**config.mk**
```make
export PLATFORM = sky130hd
export DESIGN_NAME = rom_dl_ctrl
export DESIGN_NICKNAME = d
export VERILOG_FILES = /design/src/rtl/rom_dl_ctrl.sv
export SDC_FILE = /design/constraint.sdc
export NUM_CORES = 1
export LEC_CHECK = 0
export BUFFER_PORTS_ARGS = -buffer_cell sky130_fd_sc_hd__buf_4
export CAP_MARGIN = 20
export CORE_UTILIZATION = 44
export DETAILED_ROUTE_END_ITERATION = 10
export PLACE_DENSITY_LB_ADDON = 0.15
export SLEW_MARGIN = 20
export SYNTH_ARGS = -nofsm -noshare
export SYNTH_HDL_FRONTEND = slang
export SYNTH_SLANG_ARGS = --single-unit
```
**constraint.sdc**
```tcl
create_clock -name clk_sys -period 1.7 [get_ports clk_sys]
set_input_delay 0.34 -clock clk_sys [delete_from_list [all_inputs] [get_ports clk_sys]]
set_output_delay 0.34 -clock clk_sys [all_outputs]
set_load 0.1 [all_outputs]
```
**src/rtl/rom_dl_ctrl.sv**
```systemverilog
// ROM download controller: steers the ioctl byte stream into ROM, mod and DIP
// registers and sequences the game-core reset around ROM downloads.
module rom_dl_ctrl #(
    parameter int ROM_BYTES = 98304,
    parameter int RST_HOLD  = 16
) (
    input  logic        clk_sys,
    input  logic        reset_n,
    input  logic        ioctl_download,
    input  logic        ioctl_wr,
    input  logic [24:0] ioctl_addr,
    input  logic [7:0]  ioctl_dout,
    input  logic [7:0]  ioctl_index,
    input  logic        user_reset,
    output logic [16:0] dn_addr,
    output logic [7:0]  dn_data,
    output logic        dn_wr,
    output logic [7:0]  dipsw,
    output logic        mod_sbag,
    output logic        mod_pick,
    output logic        mod_squa,
    output logic        core_reset,
    output logic        dl_error,
    output logic [1:0]  dbg_state
);

    typedef enum logic [1:0] {
        ST_BOOT = 2'd0,
        ST_LOAD = 2'd1,
        ST_HOLD = 2'd2,
        ST_RUN  = 2'd3
    } state_t;

    localparam int          CW        = (RST_HOLD > 1) ? $clog2(RST_HOLD) : 1;
    localparam logic [CW-1:0] HOLD_INIT = CW'(RST_HOLD - 1);
    localparam logic [24:0] ROM_LIMIT = 25'(ROM_BYTES);

    // Reset asserts asynchronously but releases two clk_sys edges later.
    logic [1:0] rst_sync_q, rst_sync_d;
    logic       rst_n;

    always_comb rst_sync_d = {rst_sync_q[0], 1'b1};

    always_ff @(posedge clk_sys or negedge reset_n) begin
        if (!reset_n) rst_sync_q <= 2'b00;
        else          rst_sync_q <= rst_sync_d;
    end

    assign rst_n = rst_sync_q[1];

    state_t          state_q, state_d;
    logic [CW-1:0]   cnt_q, cnt_d;
    logic            dl_start;
    logic            load_entry;
    logic            core_reset_q, core_reset_d;

    assign dl_start = ioctl_download && (ioctl_index == 8'd0);

    always_ff @(posedge clk_sys or negedge rst_n) begin
        if (!rst_n) begin
            state_q <= ST_BOOT;
            cnt_q   <= '0;
        end else begin
            state_q <= state_d;
            cnt_q   <= cnt_d;
        end
    end

    always_comb begin
        state_d = state_q;
        cnt_d   = cnt_q;
        case (state_q)
            ST_BOOT, ST_RUN: begin
                if (dl_start) state_d = ST_LOAD;
            end
            ST_LOAD: begin
                if (!ioctl_download) begin
                    state_d = ST_HOLD;
                    cnt_d   = HOLD_INIT;
                end
            end
            ST_HOLD: begin
                if (dl_start) begin
                    state_d = ST_LOAD;
                    cnt_d   = '0;
                end else if (cnt_q == '0) begin
                    state_d = ST_RUN;
                end else begin
                    cnt_d = cnt_q - CW'(1);
                end
            end
            default: state_d = ST_BOOT;
        endcase
    end

    always_comb begin
        load_entry   = (state_q != ST_LOAD) && (state_d == ST_LOAD);
        core_reset_d = (state_q != ST_RUN) || user_reset;
    end

    logic        rom_req, rom_ok;
    logic        dn_wr_q, dn_wr_d;
    logic [16:0] dn_addr_q, dn_addr_d;
    logic [7:0]  dn_data_q, dn_data_d;
    logic        dl_error_q, dl_error_d;
    logic [7:0]  mod_q, mod_d;
    logic [2:0]  flags_q, flags_d;
    logic [7:0]  dipsw_q, dipsw_d;

    always_comb begin
        rom_req    = ioctl_wr && (ioctl_index == 8'd0);
        rom_ok     = rom_req && (ioctl_addr < ROM_LIMIT);
        dn_wr_d    = rom_ok;
        dn_addr_d  = dn_addr_q;
        dn_data_d  = dn_data_q;
        if (rom_ok) begin
            dn_addr_d = ioctl_addr[16:0];
            dn_data_d = ioctl_dout;
        end
        // An out-of-range write on the LOAD entry cycle must still be flagged.
        if (rom_req && !rom_ok) dl_error_d = 1'b1;
        else if (load_entry)    dl_error_d = 1'b0;
        else                    dl_error_d = dl_error_q;

        mod_d = mod_q;
        if (ioctl_wr && (ioctl_index == 8'd1)) mod_d = ioctl_dout;
        flags_d = {mod_q == 8'd3, mod_q == 8'd2, mod_q == 8'd1};

        dipsw_d = dipsw_q;
        if (ioctl_wr && (ioctl_index == 8'd254) && (ioctl_addr == 25'd0))
            dipsw_d = ioctl_dout;
    end

    always_ff @(posedge clk_sys or negedge rst_n) begin
        if (!rst_n) begin
            core_reset_q <= 1'b1;
            dn_wr_q      <= 1'b0;
            dn_addr_q    <= '0;
            dn_data_q    <= '0;
            dl_error_q   <= 1'b0;
            mod_q        <= '0;
            flags_q      <= '0;
            dipsw_q      <= 8'h00;
        end else begin
            core_reset_q <= core_reset_d;
            dn_wr_q      <= dn_wr_d;
            dn_addr_q    <= dn_addr_d;
            dn_data_q    <= dn_data_d;
            dl_error_q   <= dl_error_d;
            mod_q        <= mod_d;
            flags_q      <= flags_d;
            dipsw_q      <= dipsw_d;
        end
    end

    assign dn_wr      = dn_wr_q;
    assign dn_addr    = dn_addr_q;
    assign dn_data    = dn_data_q;
    assign dl_error   = dl_error_q;
    assign dipsw      = dipsw_q;
    assign mod_sbag   = flags_q[0];
    assign mod_pick   = flags_q[1];
    assign mod_squa   = flags_q[2];
    assign core_reset = core_reset_q;
    assign dbg_state  = state_q;

endmodule
```
---- Yosys cells after proc, flatten, opt, wreduce, memory -nomap -nowiden ----
Cells that the tools add are included.
storage, ports and cells
  bits in registers ....................... 55
  input bits .............................. 46
  output and inout bits ................... 41
  logic and storage cells ................. 55
operators by class
  add/sub/neg operators ................... 1
  $lt $le $gt $ge ......................... 1
  equal/unequal tests ..................... 13
  multiplexer cells ....................... 11
  reduce and logical (&&, ||, !) cells .... 18
operators by type and width
  cell                                                                             count
  25-bit logical NOT                                                               1
  25-bit by 17-bit less-than comparator with 1-bit output (second input constant)  1
  8-bit by 1-bit equality test with 1-bit output (second input constant)           2
  8-bit by 2-bit equality test with 1-bit output (second input constant)           2
  4-bit 2-to-1 mux                                                                 3
  8-bit equality test (second input constant)                                      1
  1-bit logical AND                                                                8
  8-bit logical NOT                                                                1
  2-bit 2-to-1 mux                                                                 4
  4-bit case mux with 2 select lines                                               1
  2-bit case mux with 3 select lines                                               1
  2-bit by 1-bit equality test with 1-bit output (second input constant)           2
  2-bit equality test (second input constant)                                      2
  4-bit logical NOT                                                                1
  2-bit inequality test (second input constant)                                    2
  2-bit nonzero test                                                               2
  4-bit by 1-bit subtractor with 4-bit output (second input constant)              1
  3-bit inequality test (second input constant)                                    1
  3-bit AND reduction                                                              1
  2-bit logical NOT                                                                1
  1-bit 2-to-1 mux                                                                 2
  2-bit by 1-bit inequality test with 1-bit output (second input constant)         1
  2-bit OR reduction                                                               1
  1-bit logical NOT                                                                1
  1-bit logical OR                                                                 1

---- Longest topological paths before layout ----
Gate-level depths: netlist of the first run.
  depth after elaboration ................. 8
  depth in mapped cells ................... 6
  depth with buffers taken out ............ 6

---- Worst setup path after synthesis of the first run ----
No wires, ideal clock.
  kind .................................... flip-flop to flip-flop
  start point ............................. register state_q[0], in the netlist dbg_state[0]
  end point ............................... register dl_error_q, in the netlist dl_error
  setup time .............................. 0.078 ns
  arrival time ............................ 2.190 ns
  required time ........................... 1.622 ns
  slack ................................... -0.568 ns
  cell stages (with the launch flop) ...... 7
  buffers on the path ..................... 0
  period minus slack after synthesis ...... 2.268 ns
  cell sequence ........................... dfrtp_1 -> inv_1 -> ha_1 -> nor4b_1 -> o22ai_1 -> o221ai_1 -> o2bb2ai_1
on the way
  word-level cells in the longest chain between the ends .. 6
  elaborated cells between the ends (all ways) .. 14
  those cells by class .................... eq/ne: 5; mux: 5; reduce/logical: 4
RTL lines
  what                                                    line    source
  from (decl)                                             51      state_t state_q, state_d;
  from (signal assigned)                                  64      state_q <= state_d;
  2-bit equality test (tied with other cells)             72      case (state_q)
  2-bit OR reduction or 2-bit 2-to-1 mux (tied branches)  72, 83
  2-bit case mux with 3 select lines                      72
  2-bit by 1-bit equality test with 1-bit output          97      load_entry = (state_q != ST_LOAD) && (state_d == ST_LOAD);
  1-bit logical AND *                                     97
  2-bit nonzero test (no line) *                          n/a
  to (signal assigned)                                    149     dl_error_q <= dl_error_d;
  to (decl)                                               105     logic dl_error_q, dl_error_d;
Every way passes the cells marked *; elsewhere a longest branch is shown, timed or not.
A chain may end at the register's enable or synchronous reset.

---- Worst setup path in the final report of the first run ----
Ends and elaborated chain as after synthesis.

==> impl_metrics.yaml, run 1 <==
finish:
  fin_cells: 346
  post_route_cells_drive_above_1_share_pct: 60.51
  finalNetCount: 326
  postLayoutCoreUtil_pct: 68.21
  antenna_cells: 0
  final_area_um2: 3528
  area_growth_pct: 47.72
cts:
  htreeDepth: 2
  cts_tree: "done"
  cts_setup_buffers: 0
  clk_latency_ns: 0.31
  clock_sink_count: 55
  cts_made_buffers: 5
  root_buffer: "clkbuf_8"
  clockBufferDepth: 2
  clk_pin_slew_worst_paths_ns: 0.10
power_and_ir_drop:
  p_leak_nw: 1.810
  internal-power_mw: 2.028
  powerDensity_nw_per_um2: 865.7
  total_power_mw: 3.054
  switching_share_pct: 33.59
  seqPwrFrac_pct: 48.0
  power_frac_clock_pct: 24.2
  combPwrFrac_pct: 27.8
  power_switching_mw: 1.026
  irDropWorstVdd_mv: 0.8351
floorplan:
  fp.dieH_um: 75.68
  start_util_pct: 46.18
  die_w_um: 75.68
  num_io_pins: 87
  dieArea_um2: 5727
  core_um2: 5172
  std_cell_rows: 26
worst_setup_path:
  rrSetupSlack_ns: 0.12
  worst_ep_arrival_time_ns: 1.81
  path_max_fanout: 6
  worst_setup_path_end_kind: "flip-flop"
  start_kind: "flip-flop"
  worstRegToRegCells: 7
  r2r-start: "dbg_state[0]"
  r2r-end: "dl_error"
  crit_type: "flip-flop to flip-flop"
  worst_path_largest_cell_delay_ns: 0.44
  cp_cell_sequence: "inv_2 > ha_4 > buf_4 > a211oi_2 > o22ai_1 > o221ai_1 > o2bb2ai_1"
  crit_slowest_cell: "dfrtp_2"
  required_ns: 1.93
yosys:
  yosys-top-cells-area: "dfrtp_1 (57%), mux2_2 (14%), mux2_1 (5.2%)"
  synth_area_leader_cell: "dfrtp_1"
  ys_seq_area_share_pct: 57.67
  avgSynthCellArea_um2: 14.22
  synth.area.mux_share_pct: 19.33
  synthDistinctLibCells: 41
  netlist_area_um2: 2389
  synth_nets: 219
  synth-edff-count: 0
  synth_ff_type: "dfrtp_1"
  synth-simple-area-share_pct: 10.79
  synth_seq_cells: 55
  yosysWarnings: 0
  synth_top_family_by_area: "multiplexers"
  async_flop_share_pct: 100.0
  synth_xor_area_share_pct: 0
  netlist_instances: 168
  ys_top_cells_by_count: "dfrtp_1 (54), mux2_2 (30), mux2_1 (11)"
  yosysMostFrequentCell: "dfrtp_1"
  synth_adder_area_share_pct: 2.619
  synth.top_cell.area_share_pct: 56.57
  synth_compound_area_share_pct: 7.177
routing:
  dr.pass1.iters: 4
  ant_nets: 0
  routed.top_layer: "met4"
  viasPerCell: 5.023
  routed-via-count: 1738
  dr_wl_met2_um: 2462
  wl_met1_um: 2152
  drt_iter0_drc: 28
  drc: 0
  wl_um: 4916
  wl_met3_um: 255
  wire_per_inst_um: 14.21
sta:
  rsz0062_at_grt: "false"
  maxSlewViolCount: 0
  fin_crit_ns: 1.576
  finalCritPeriodShare_pct: 92.69
  fin_skew_ns: 0.007232
  setup_slack_ns: 0.1242
  finalHoldViolations: 0
  setup_violations: 0
  fmax_mhz: 634.6
placed_design:
  pre_cts_slack_ns: -0.1970
  post_dp_cell_area_um2: 3391
  dpl.hpwl_um: 3854
  place_congestion: 0.7709
  port_buffers: 86
  place_inst: 337
hold_path:
  hp-class: "flip-flop to asynchronous set/reset pin"
job:
  maxCapViolations: 0
outcome:
  status: "finished clean"
global_route:
  grt_pass1_wl_um: 7797
  grt_max_degree: 36
  grt_pass1_vias: 1684
  antenna_found_initial: 0
  grt_usage_pct: 18.44
  grt_overflow: 0
placed cells by master (no fill, tap or decap), types with 2 or more instances in the layout:
master	synthesis	layout
a21oi_1	5	4
and3_1	2	2
and4_1	2	2
buf_12	0	5
buf_4	0	98
clkbuf_8	0	5
dfrtp_1	54	51
dfrtp_2	0	3
ha_1	5	3
inv_1	6	4
inv_2	0	2
mux2_1	11	8
mux2_2	30	24
mux2_4	0	9
nand2_1	4	4
nor2_1	4	4
nor3_1	3	3
nor4_2	0	3
nor4_4	3	5
o21ai_0	2	2
o22a_1	3	3
o22ai_1	2	2
stage by stage:
stage / setup TNS [ns] / hold WS [ns]
3_5_place_dp: -6.217 / 0.1229
2_1_floorplan: -2.777 / 0.04441
5_1_grt: 0 / 0.2280
4_1_cts: 0 / 0.2210
6_report: 0 / 0.2197
3_3_place_gp: -5.379 / 0.1220
layout make-up:
type | instances | area, µm²
fillers | 373 | 1644
multi-input cells | 103 | 1095
repair buffers | 104 | 845.8
well taps | 70 | 87.58
clock buffers | 5 | 68.82
clock inverters | 3 | 27.53
inverters | 6 | 22.52
flip-flops and latches | 55 | 1381
worst max-delay path by stage:
stage / startpoint / end / slack, ns
final: dbg_state[0] / dl_error / 0.12
after global routing: dbg_state[0] / dl_error / 0.02
after CTS: dbg_state[0] / dl_error / 0.04
after detailed placement: ioctl_addr[5] / dipsw[7] / -0.20
after global placement: ioctl_addr[5] / dipsw[7] / -0.18
after floorplan: ioctl_index[2] / dn_addr[0] / -0.11
power by group through the flow:
stage	combinational [mW]	sequential (mW)	clock, mW
after global routing	0.919	1.49	0.824
after detailed placement	0.816	1.49	0
final	0.849	1.47	0.739
after floorplan	0.342	1.68	0
after global placement	0.800	1.48	0
after CTS	0.817	1.46	0.769
registers in the layout, indices dropped and copies added, names as in the netlist:
name and flops:
cnt_q 4, core_reset 1, dbg_state 2, dipsw 8, dl_error 1, dn_addr 17
dn_data 8, dn_wr 1, flags_q 3, mod_q 8, rst_sync_q 2
metal layers:
layer  GRT usage, %  up-vias
met1          23.72      856
met3          5.159        4
li1               -      834
met5              0        -
met2          30.95       44
met4          4.527        0
cell families after synthesis:
family / count (synthesis)
other: 1
and+or+nand+nor: 34
DFF: 55
adders and majority gates: 5
buffers and inverters: 10
AOI/OAI and AO/OA: 22
muxes: 41
critical path, delay by kind of cell, from the launching register on:
kind	cells	cell delay, ns
AO/OA/AOI/OAI	4	0.61
flip-flops	1	0.44
buffers and inverters	2	0.24
adder cells (fa/ha/maj)	1	0.20
timing repair:
action / in CTS / in global routing
endpoints found under the setup margin: 0 / 1
resized for setup: 0 / 3
hold buffers: 1 / 0
endpoints found under the hold margin: 2 / 0
(Power assumes the default switching activity.)
==> run 2: changes to the inputs <==
--- a/config.mk
+++ b/config.mk
@@ -7,7 +7,7 @@
 export LEC_CHECK = 0
 export BUFFER_PORTS_ARGS = -buffer_cell sky130_fd_sc_hd__buf_4
 export CAP_MARGIN = 20
-export CORE_UTILIZATION = 44
+export CORE_UTILIZATION = 25
 export DETAILED_ROUTE_END_ITERATION = 10
 export PLACE_DENSITY_LB_ADDON = 0.15
 export SLEW_MARGIN = 20
==> impl_metrics.yaml, run 2 (synthesized netlist as in run 1, its figures left out) <==
outcome:
  status: "finished clean"
global_route:
  antenna_found_initial: 0
  grt_max_degree: 31
  grt_pass1_wl_um: 9328
  grt_overflow: 0
  grt_usage_pct: 12.19
  grt_pass1_vias: 1787
sta:
  rsz0062_at_grt: "false"
  fin_crit_ns: 1.602
  finalHoldViolations: 0
  maxSlewViolCount: 0
  fin_setup_tns_ns: 0
  tightest_slew_ns: 0.5897
  setup_violations: 0
  finalCritPeriodShare_pct: 94.26
  hold_slack_ns: 0.2335
  fmax_mhz: 624.1
  relSlewSlack_pct: 60.69
  fin_skew_ns: 0.005328
finish:
  post_route_cells_drive_above_1_share_pct: 59.78
  area_growth_pct: 49.03
  antenna_cells: 0
  fin_cells: 405
  postLayoutCoreUtil_pct: 38.52
  finalNetCount: 326
  final_cell_mix: "buf_4 (99), dfrtp_1 (51), mux2_2 (24), mux2_4 (9), mux2_1 (8)"
  fill_cells: 912
  largest_reg_flops: 17
  final_common_cell: "buf_4"
placed_design:
  dpl.hpwl_um: 4413
  place_congestion: 0.7887
  port_buffers: 86
  place_inst: 396
routing:
  routed-via-count: 1733
  ant_nets: 0
  viasPerCell: 4.279
  wire_per_inst_um: 14.31
  drt_iter0_drc: 46
  dr.pass1.iters: 4
  wl_um: 5795
  drc: 0
floorplan:
  fp.dieH_um: 99.75
  dieArea_um2: 9949
  num_io_pins: 87
  start_util_pct: 25.85
  std_cell_rows: 35
  die_w_um: 99.75
  core_um2: 9240
worst_setup_path:
  path_max_fanout: 5
  worst_setup_path_end_kind: "flip-flop"
  required_ns: 1.90
  start_kind: "flip-flop"
  crit_type: "flip-flop to flip-flop"
  worst_ep_arrival_time_ns: 1.80
power_and_ir_drop:
  irDropWorstVdd_mv: 0.2847
  p_leak_nw: 1.769
  total_power_mw: 3.041
  powerDensity_nw_per_um2: 854.2
cts:
  cts_tree: "done"
  clockBufferDepth: 2
  cts_made_buffers: 5
  cts_resized: 0
  clk_pin_slew_worst_paths_ns: 0.10
  root_buffer: "clkbuf_8"
  clock_sink_count: 55
  htreeDepth: 2
  clk_latency_ns: 0.30
job:
  maxCapViolations: 0
hold_path:
  hp-class: "input pin to flip-flop"
[run 2: cell types whose count changed in the layout (fill, tap and decap cells not counted), sizes merged]
cell / previous run / this run
clkinvlp: 1 / 0
clkinv: 1 / 2
[run 2: final timing paths]
kind | slack [ns] | cells after the start | startpoint | end
worst max-delay path | 0.1 | 6 | cnt_q[0] | dl_error
worst min-delay path | 0.23 | 2 | user_reset | core_reset
worst max register to register | 0.1 | 6 | cnt_q[0] | dl_error
worst min register to register | 0.28 | 0 | rst_sync_q[1] | cnt_q[3]
max in group asynchronous | 0.86 | 1 | rst_sync_q[1] | dn_addr[0]
min in group asynchronous | 0.28 | 0 | rst_sync_q[1] | cnt_q[3]
[run 2: metal layers]
| metal | part of all wire [%] | GRT usage [%] | up-vias |
|---|---|---|---|
| met2 | 45 | 18.78 | 61 |
| met3 | 6.2 | 2.881 | 2 |
| met4 | 0.41 | 2.828 | 0 |
| met1 | 48 | 17.26 | 836 |
| li1 | - | - | 834 |
| met5 | 0 | 0 | - |
[run 2: what timing repair did]
action	4_1_cts	5_1_grt
hold buffers	1	0
buffers inserted	0	0
hold endpoints to repair	2	0
[run 2: cell type report]
cell class              instances  area [µm²]  share of cell area [%]
clock buffers                   5       68.82                   1.933
inverters                       6       22.52                  0.6327
multi-input cells             103        1064                   29.88
well taps                     129       161.4                   4.534
clock inverters                 3       28.78                  0.8084
repair buffers                104       833.3                   23.41
flip-flops and latches         55        1381                   38.80
[run 2: report_power, final]
part | switching [mW] | leakage (nW) | internal (mW)
clock | 0.451 | 0.0502 | 0.306
combinational | 0.496 | 0.985 | 0.332
sequential | 0.0767 | 0.734 | 1.38
[run 2: through the flow]
stage,instance area (µm²),setup WS (ns)
4_1_cts,3560,0.1029
2_1_floorplan,2497,-0.1115
5_1_grt,3560,0.006909
3_3_place_gp,3452,-0.2189
6_report,3560,0.09764
3_5_place_dp,3452,-0.2365
[run 2: critical path, stage by stage (launching register included)]
cell and delay, ns:
dfrtp_1 0.42, inv_1 0.09, ha_1 0.18, nand4bb_1 0.24, o22ai_1 0.27, o221ai_1 0.16, o2bb2ai_1 0.14
==> run 3: changes to the inputs <==
--- a/config.mk
+++ b/config.mk
@@ -7,6 +7,7 @@
 export LEC_CHECK = 0
 export BUFFER_PORTS_ARGS = -buffer_cell sky130_fd_sc_hd__buf_4
 export CAP_MARGIN = 20
+export CORE_ASPECT_RATIO = 0.6
 export CORE_UTILIZATION = 25
 export DETAILED_ROUTE_END_ITERATION = 10
 export PLACE_DENSITY_LB_ADDON = 0.15
==> impl_metrics.yaml, run 3 (synthesized netlist as in run 1, its figures left out) <==
placed_design:
  port_buffers: 86
  dpl.hpwl_um: 4445
  place_congestion: 0.7025
  place_inst: 404
  post_dp_cell_area_um2: 3506
worst_setup_path:
  rrSetupSlack_ns: 0.08
  required_ns: 1.88
  cpMostUsedCell: "nor4_4"
  worst_ep_arrival_time_ns: 1.82
  crit_type: "input pin to flip-flop"
  cp_cell_sequence: "buf_4 > nor4_4 > nand3_1 > nor4_4 > buf_12 > mux2_2"
  worstRegToRegCells: 6
  cp_num_buf_inv: 2
  worst_path_largest_cell_delay_ns: 0.36
  start_kind: "input pin"
  crit_slowest_cell: "nor4_4"
  path_max_fanout: 8
  crit_family: "simple AND/OR/NAND/NOR gates"
  r2r-start: "dbg_state[0]"
  r2r-end: "dl_error"
  worst_setup_path_end_kind: "flip-flop"
routing:
  wl_um: 5805
  dr.pass1.iters: 4
  drt_iter0_drc: 98
  ant_nets: 0
  routed-via-count: 1727
  drc: 0
  viasPerCell: 4.182
  wire_per_inst_um: 14.06
power_and_ir_drop:
  seqPwrFrac_pct: 42.9
  internal-power_mw: 2.327
  irDropWorstVdd_mv: 0.4100
  powerDensity_nw_per_um2: 919.3
  p_leak_nw: 1.827
  power_frac_clock_pct: 31.0
  combPwrFrac_pct: 26.2
  switching_share_pct: 31.23
  power_switching_mw: 1.056
floorplan:
  start_util_pct: 25.90
  dieArea_um2: 9962
  die_w_um: 128.2
  core_um2: 9223
  num_io_pins: 87
  std_cell_rows: 27
  fp.dieH_um: 77.72
sta:
  fmax_mhz: 608.0
  finalHoldViolations: 0
  finalCritPeriodShare_pct: 96.75
  fin_skew_ns: 0.004852
  setup_violations: 0
  maxSlewViolCount: 0
  fin_crit_ns: 1.645
  hold_slack_ns: 0.1050
global_route:
  grt_pass1_wl_um: 9501
  grt_max_degree: 48
  grt_pass1_vias: 1872
  grt_overflow: 0
  antenna_found_initial: 0
  grt_usage_pct: 12.56
finish:
  final_common_cell: "buf_4"
  fill_cells: 913
  area_growth_pct: 54.06
  finalNetCount: 333
  final_cell_mix: "buf_4 (106), dfrtp_1 (51), mux2_2 (24), mux2_4 (9), mux2_1 (8)"
  final_area_um2: 3680
  fin_cells: 413
  antenna_cells: 0
  post_route_cells_drive_above_1_share_pct: 61.13
  largest_reg_flops: 17
cts:
  htreeDepth: 2
  cts_made_buffers: 5
  root_buffer: "clkbuf_16"
  clk_latency_ns: 0.29
  cts_tree: "done"
  clk_pin_slew_worst_paths_ns: 0.07
  clock_sink_count: 55
  clockBufferDepth: 2
job:
  maxCapViolations: 0
outcome:
  status: "finished clean"
hold_path:
  hp-class: "flip-flop to asynchronous set/reset pin"
==> run 3: changes by cell type in the layout (fill, tap and decap cells not counted) <==
| cell | change |
|---|---|
| inv_8 | -1 |
| clkbuf_8 | -4 |
| nor4b_1 | -1 |
| o22ai_2 | +1 |
| clkbuf_16 | +5 |
| nor4b_2 | +1 |
| o22ai_1 | -1 |
| clkinv_4 | -1 |
| clkbuf_1 | +1 |
| buf_4 | +7 |
==> run 3: layer usage <==
metal	GRT usage, %	up-vias	share of wire, %	wire (µm)
li1	-	846	-	-
met1	18.45	832	52	3017
met2	17.51	45	41	2407
met3	3.862	4	5.8	337
met4	3.529	0	0.72	42
met5	0	-	0	0
==> run 3: area by class of cell <==
class | count | area (µm²) | area share [%]
Multi-Input combinational cell | 103 | 1076 | 29.24
Timing Repair Buffer | 111 | 885.9 | 24.07
Sequential cell | 55 | 1381 | 37.54
Tap cell | 130 | 162.7 | 4.420
Inverter | 6 | 22.52 | 0.6120
Clock buffer | 7 | 142.6 | 3.876
Clock inverter | 1 | 8.758 | 0.2380
==> run 3: timing repair <==
item / CTS / global route
endpoints found under the setup margin: 0 / 1
endpoints found under the hold margin: 2 / 0
hold buffers: 1 / 0
gates resized for setup: 0 / 2
buffers inserted: 0 / 0
==> run 3: how the worst max path moves through the flow <==
| stage | slack, ns | cells after the start | to | from |
|---|---|---|---|---|
| after floorplan | -0.11 | 5 | dn_addr[0] | ioctl_index[2] |
| after global placement | -0.20 | 6 | dipsw[7] | ioctl_addr[5] |
| after detailed placement | -0.23 | 6 | dipsw[6] | ioctl_addr[5] |
| after CTS | 0.03 | 5 | dl_error | dbg_state[1] |
| after global routing | -0.0002 | 5 | dl_error | dbg_state[1] |
| final | 0.06 | 6 | dipsw[6] | ioctl_addr[5] |
==> run 3: power groups by stage <==
stage                     clock network (mW)  registers, mW  logic (mW)
after floorplan                            0           1.68       0.342
after global placement                     0           1.47       0.869
after detailed placement                   0           1.47       0.867
after CTS                               1.08           1.45       0.869
after global routing                    1.15           1.46       0.958
final                                   1.05           1.45       0.886
==> run 3: through the flow <==
stage               power (mW)  worst slack [ns]     TNS, ns  util, %
detailed placement       2.339           -0.2293      -6.506    38.01
global route             3.564        -0.0001603  -0.0001603    39.90
finish                   3.383           0.05526           0    39.90
floorplan                2.019           -0.1115      -2.777        -
global placement         2.339           -0.2025      -5.816    38.01
CTS                      3.400           0.03074           0    39.76
